--- config.mk ---
export PLATFORM = sky130hd
export DESIGN_NAME = branch_sequencer
export DESIGN_NICKNAME = d
export VERILOG_FILES = /design/src/rtl/branch_sequencer.sv
export SDC_FILE = /design/constraint.sdc
export NUM_CORES = 1
export LEC_CHECK = 0
export CAP_MARGIN = 20
export CORE_UTILIZATION = 26
export DETAILED_ROUTE_END_ITERATION = 10
export PLACE_DENSITY = 0.87
export SYNTH_ARGS = -nofsm -noshare
export SYNTH_HDL_FRONTEND = slang
export SYNTH_SLANG_ARGS = --single-unit
--- constraint.sdc ---
create_clock -name clk -period 1.35 [get_ports clk]
set_clock_uncertainty 0.05 [all_clocks]
set_input_delay 0.2025 -clock clk [delete_from_list [all_inputs] [get_ports clk]]
set_output_delay 0.2025 -clock clk [all_outputs]
set_load 0.005 [all_outputs]
--- src/rtl/branch_sequencer.sv ---
// Moore control-step sequencer for the Mini SRC datapath: fetch, decode,
// and full sequencing of br / jr / jal / nop / halt. All other opcodes are
// handed to the ALU/memory sequencers through exec_req/exec_done.
//
// state     | meaning
// ----------+--------------------------------------------------------
// T0        | PC to MAR, PC+1 into Z; stop sampled here
// T1        | Z to PC, memory read into MDR; held until mem_ready
// T2        | MDR to IR
// DEC       | IR valid, branch on opcode
// BR3..BR6  | conditional branch: CON capture, PC+C into Z, gated PCin
// JR3       | Ra to PC
// JAL3/JAL4 | incremented PC to R15, then Ra to PC
// EXEC_WAIT | delegated sequencer owns the datapath
// HALT      | stopped, only reset exits
module branch_sequencer #(
  parameter logic [4:0] OP_BR   = 5'b10010,
  parameter logic [4:0] OP_JR   = 5'b10011,
  parameter logic [4:0] OP_JAL  = 5'b10100,
  parameter logic [4:0] OP_NOP  = 5'b11001,
  parameter logic [4:0] OP_HALT = 5'b11010
) (
  input  logic        clk,
  input  logic        reset,
  input  logic        stop,
  input  logic [31:0] IR,
  input  logic        CON,
  input  logic        mem_ready,
  input  logic        exec_done,
  output logic        PCout,
  output logic        Zlowout,
  output logic        MDRout,
  output logic        Cout,
  output logic        Rout,
  output logic        PCin,
  output logic        MARin,
  output logic        MDRin,
  output logic        IRin,
  output logic        Yin,
  output logic        Zin,
  output logic        CONin,
  output logic        LinkIn,
  output logic        IncPC,
  output logic        ADD,
  output logic        Read,
  output logic        Gra,
  output logic        exec_req,
  output logic        run,
  output logic [3:0]  state_dbg
);

  typedef enum logic [3:0] {
    S_T0        = 4'd0,
    S_T1        = 4'd1,
    S_T2        = 4'd2,
    S_DEC       = 4'd3,
    S_BR3       = 4'd4,
    S_BR4       = 4'd5,
    S_BR5       = 4'd6,
    S_BR6       = 4'd7,
    S_JR3       = 4'd8,
    S_JAL3      = 4'd9,
    S_JAL4      = 4'd10,
    S_EXEC_WAIT = 4'd11,
    S_HALT      = 4'd12
  } state_t;

  state_t     state, state_next;
  logic       con_q;
  logic [4:0] opcode;
  logic       unused_ir;

  assign opcode    = IR[31:27];
  assign unused_ir = ^IR[26:0];
  assign state_dbg = state;

  // State register; reset overrides every state including HALT and EXEC_WAIT
  always_ff @(posedge clk) begin
    if (reset) state <= S_T0;
    else       state <= state_next;
  end

  // CON is stable from BR4 on; sampling it at the end of BR5 keeps the BR6
  // PCin gate a function of registered state only
  always_ff @(posedge clk) begin
    if (reset)               con_q <= 1'b0;
    else if (state == S_BR5) con_q <= CON;
  end

  // Next-state selection
  always_comb begin
    state_next = state;
    case (state)
      S_T0:        state_next = stop ? S_HALT : S_T1;
      S_T1:        state_next = mem_ready ? S_T2 : S_T1;
      S_T2:        state_next = S_DEC;
      S_DEC: begin
        if      (opcode == OP_BR)   state_next = S_BR3;
        else if (opcode == OP_JR)   state_next = S_JR3;
        else if (opcode == OP_JAL)  state_next = S_JAL3;
        else if (opcode == OP_NOP)  state_next = S_T0;
        else if (opcode == OP_HALT) state_next = S_HALT;
        else                        state_next = S_EXEC_WAIT;
      end
      S_BR3:       state_next = S_BR4;
      S_BR4:       state_next = S_BR5;
      S_BR5:       state_next = S_BR6;
      S_BR6:       state_next = S_T0;
      S_JR3:       state_next = S_T0;
      S_JAL3:      state_next = S_JAL4;
      S_JAL4:      state_next = S_T0;
      S_EXEC_WAIT: state_next = exec_done ? S_T0 : S_EXEC_WAIT;
      S_HALT:      state_next = S_HALT;
      default:     state_next = S_T0;
    endcase
  end

  // Moore output decode from the registered state
  always_comb begin
    PCout    = 1'b0;
    Zlowout  = 1'b0;
    MDRout   = 1'b0;
    Cout     = 1'b0;
    Rout     = 1'b0;
    PCin     = 1'b0;
    MARin    = 1'b0;
    MDRin    = 1'b0;
    IRin     = 1'b0;
    Yin      = 1'b0;
    Zin      = 1'b0;
    CONin    = 1'b0;
    LinkIn   = 1'b0;
    IncPC    = 1'b0;
    ADD      = 1'b0;
    Read     = 1'b0;
    Gra      = 1'b0;
    exec_req = 1'b0;
    run      = 1'b1;
    case (state)
      S_T0: begin
        PCout = 1'b1;
        MARin = 1'b1;
        IncPC = 1'b1;
        Zin   = 1'b1;
      end
      S_T1: begin
        Zlowout = 1'b1;
        PCin    = 1'b1;
        Read    = 1'b1;
        MDRin   = 1'b1;
      end
      S_T2: begin
        MDRout = 1'b1;
        IRin   = 1'b1;
      end
      S_BR3: begin
        Gra   = 1'b1;
        Rout  = 1'b1;
        CONin = 1'b1;
      end
      S_BR4: begin
        PCout = 1'b1;
        Yin   = 1'b1;
      end
      S_BR5: begin
        Cout = 1'b1;
        ADD  = 1'b1;
        Zin  = 1'b1;
      end
      S_BR6: begin
        Zlowout = 1'b1;
        PCin    = con_q;
      end
      S_JR3, S_JAL4: begin
        Gra  = 1'b1;
        Rout = 1'b1;
        PCin = 1'b1;
      end
      S_JAL3: begin
        PCout  = 1'b1;
        LinkIn = 1'b1;
      end
      S_EXEC_WAIT: exec_req = 1'b1;
      S_HALT:      run = 1'b0;
      default: ;
    endcase
  end

endmodule
# After elaboration in Yosys (flattened, before gate mapping)
# Index checks and enable logic that the tools add are counted.
# op_classes
reduce_logical,6
eq_ne,17
muxes,23
# ops
operator,n
$pmux W4 S10,1
$eq A5 B5 Y1 const B,5
$mux W4,6
$eq A4 B4 Y1 const B,5
$eq A4 B3 Y1 const B,4
$mux W1,13
$reduce_or A3 Y1,3
$eq A4 B2 Y1 const B,2
$eq A4 B1 Y1 const B,1
$logic_not A4 Y1,1
$reduce_or A2 Y1,2
$mux W3,1
$mux W2,1
$pmux W1 S2,1
# totals
word_cells,48
output_inout_bits,23
ff_bits,5

# Longest topological paths before layout
# depth
ltp_word,7
ltp_mapped,6
ltp_nobuf,4

# Worst setup path after synthesis
# Ideal clock, no wire load.
# synth_path
path_kind,reg-to-output
startpoint,reg state[3] (netlist: state_dbg[3])
endpoint,out PCout
stages_incl_launch_ff,5
arrival_time_ps,1204
setup_slack_ps,-107
t_required_ps,1097
cell_sequence,dfxtp_1 buf_6 clkbuf_1 mux2_2 nor2_1
# synth_between
elab_chain_len,3
elab_cells_between_ends,5
classes_between,eq/ne (2); mux (1); reduce/logical (2)
# synth_rtl
element,line_no,rtl
"start, declared",68,"state_t state, state_next;"
"start signal, assigned",80,else state <= state_next;
"$eq A4 B4 Y1, or another cell as far along",139,case (state)
$reduce_or A3 Y1 (no line) *,-,
$mux W1 *,139,
"end, declared",30,"output logic PCout,"
# Mark *: on every way between the ends. The rest lies on a longest branch, timed or not.

# Final worst setup path
# layout_path
startpoint,reg state[2] (netlist: state_dbg[2])
endpoint,out PCout
# Same word-level chain as after synthesis.

==> summary.txt <==
status -> finished with violations
failing checks -> design-rule violations, negative setup slack
per-cell routed wire length -> 15.78 µm
adder-cell share of the synthesized area -> 0
Reg clk slew, reported paths -> 60 ps
CP Launch Type -> register
layout cells sized above 1 -> 0.6802
post-layout util -> 0.7264
Slew @ Worst Pin -> 388.9 ps
min Tclk post-route -> 1671 ps
clk root buf -> clkbuf_4
Clock H-tree levels -> 1
CTS tree -> done
first-pass GRT wire length -> 3905 µm
Arrival @ worst endpoint -> 1420 ps
Leak Pwr -> 0.7416 nW
max_cap viols -> 0
DIE WIDTH -> 50.01 µm
HPWL after detailed placement -> 1520 µm
# fillers -> 155
count leader, synth -> nor2_1
post-synthesis simple-gate area fraction -> 0.4196
Most used DFF post-synth -> dfxtp_1
Vias per Instance -> 5.090
final hold viol count -> 0
post-synth top area share -> 0.1670
Synth top cells by count -> nor2_1, nand2_1, a21oi_1, buf_4, nand2b_1
Avg Inst Size Synth -> 6.734 µm²
DRT iter0 DRCs -> 39
crit share post-route -> 1.238
CP required -> 1100 ps
unrepaired setup endpoints after global routing -> true
Area growth syn-to-layout -> 165.6%
initial antenna violation count -> 0
Placed Area -> 1092 µm²
reg-to-reg slack, setup -> -270 ps
worst min path class -> primary input to register
Seq/Total Area, Yosys -> 0.1670
GPL Wtd Cong -> 0.8819
async set-reset flop share out of synthesis -> 0
PortBufs -> 33
initial core utilization -> 0.2736
Peak Freq -> 598.3 MHz
Die ar. -> 2501 µm²
via count -> 1018
drt drc -> 1
grt total ovfl -> 0
cells after synthesis -> 89
worst setup path category -> register to primary output
# clock sinks -> 5
Nets -> 211
ANT nets after route -> 0
Post-synth EDFFs -> 0
pwr dens -> 2327 nW/µm²
Syn Std Cell Area -> 599.3 µm²
Pwr Total -> 3.704 mW
crit-path max FO -> 5
vias in the first global route -> 902
# hold bufs at CTS -> 0
synth warn -> 0
final instance area -> 1592 µm²
mux share of post-synthesis cell area -> 0.01879
Synth Area in Compound Gates -> 0.2317
largest family of logic cells by synthesized area -> simple AND/OR/NAND/NOR gates
Inserted Clock Buffers -> 3
drt total wl -> 3156 µm
Synth Area in XOR/XNOR -> 0.01461
FP Rows -> 17
VDD IR max -> 0.001379 V
Synth Register Bits -> 5
Worst slew margin -> 0.7380
Slew Limit Fails -> 0
library cells used by synthesis -> 35
Clock Latency Late Sink -> 260 ps
Min Hold Slack -> 466.1 ps
DR pass1 iterations -> 11
Setup-failing EPs final -> 24
n_diodes -> 0
Core ar. -> 2191 µm²
post-synth top area cell -> dfxtp_1
pin count of the biggest net entering global routing -> 9
Final Worst Setup Slack -> -321.4 ps
Post-Syn Nets -> 127
DP Worst Slack -> -461.6 ps
crit end category -> primary output
Total GRT Usage -> 0.2027
Die Ht -> 50.01 µm
Ports -> 61
clock tree buffer depth -> 2
largest cells by area after synthesis -> dfxtp_1, buf_4, nor2_1
worst paths after layout:
check / start / to / depth (start not counted)
setup reg to reg: state_dbg[2] / state_dbg[0] / 5
hold / removal: CON / con_q / 3
hold reg to reg: con_q / con_q / 2
setup / recovery: state_dbg[2] / PCout / 5
logic make-up after synthesis:
logic type | Yosys count
and+or+nand+nor | 47
AOI/OAI and AO/OA | 22
muxes | 1
xor gates and xnor gates | 1
DFF | 5
buffers and inverters | 13
per-stage QoR:
step	instances	TNS, ps
finish	200	-4419
floorplan	89	-21.09
global route	200	-5296
CTS	187	-2966
detailed placement	165	-8674
global placement	165	-7500
metal layers:
layer	GRT usage	part of all wire
met2	0.3867	0.52
met1	0.2372	0.41
met3	0.02778	0.062
met4	0.02857	0.015
met5	0	0
power breakdown:
| part | switching, mW | total (mW) | internal, mW |
|---|---|---|---|
| clock | 0.0758 | 0.188 | 0.113 |
| combinational | 1.26 | 3.16 | 1.90 |
| sequential | 0.129 | 0.358 | 0.229 |
| total | 1.47 | 3.70 | 2.24 |
state kept, by name, indices dropped and copies added, names as in the netlist:
register   cells
con_q          1
state_dbg      4
final cells by class:
class                   instances  area (µm²)  share of cell area
well taps                      28       35.03             0.02201
repair buffers                 92       824.5              0.5181
clock buffers                   4       26.28             0.01651
flip-flops and latches          5       115.1             0.07233
multi-input cells              71       590.6              0.3711
what timing repair did:
item | 4_1_cts | 5_1_grt
endpoints found under the hold margin | 0 | 0
setup buffers | 18 | 16
cloned | 0 | 0
setup endpoints to repair | 27 | 25
gates resized for setup | 133 | 33
pin swaps | 15 | 15
worst max-delay path, cell delays in order, from the launching register on:
cell	delay, ps
dfxtp_4	380
buf_6	120
nand2b_4	160
mux2_2	270
nor2_1	100
buf_2	130
layout by cell type (no fill, tap or decap), drive strengths merged, types with 2 or more instances in the layout:
cell type,count
a21oi,6
buf,80
clkbuf,4
clkdlybuf4s50,10
dfxtp,5
nand2,10
nand2b,6
nand3,2
nor2,11
nor2b,3
nor3,4
nor4,2
nor4b,2
o21ai,5
or3,2
Note: power is estimated with default switching activity, not from simulation.
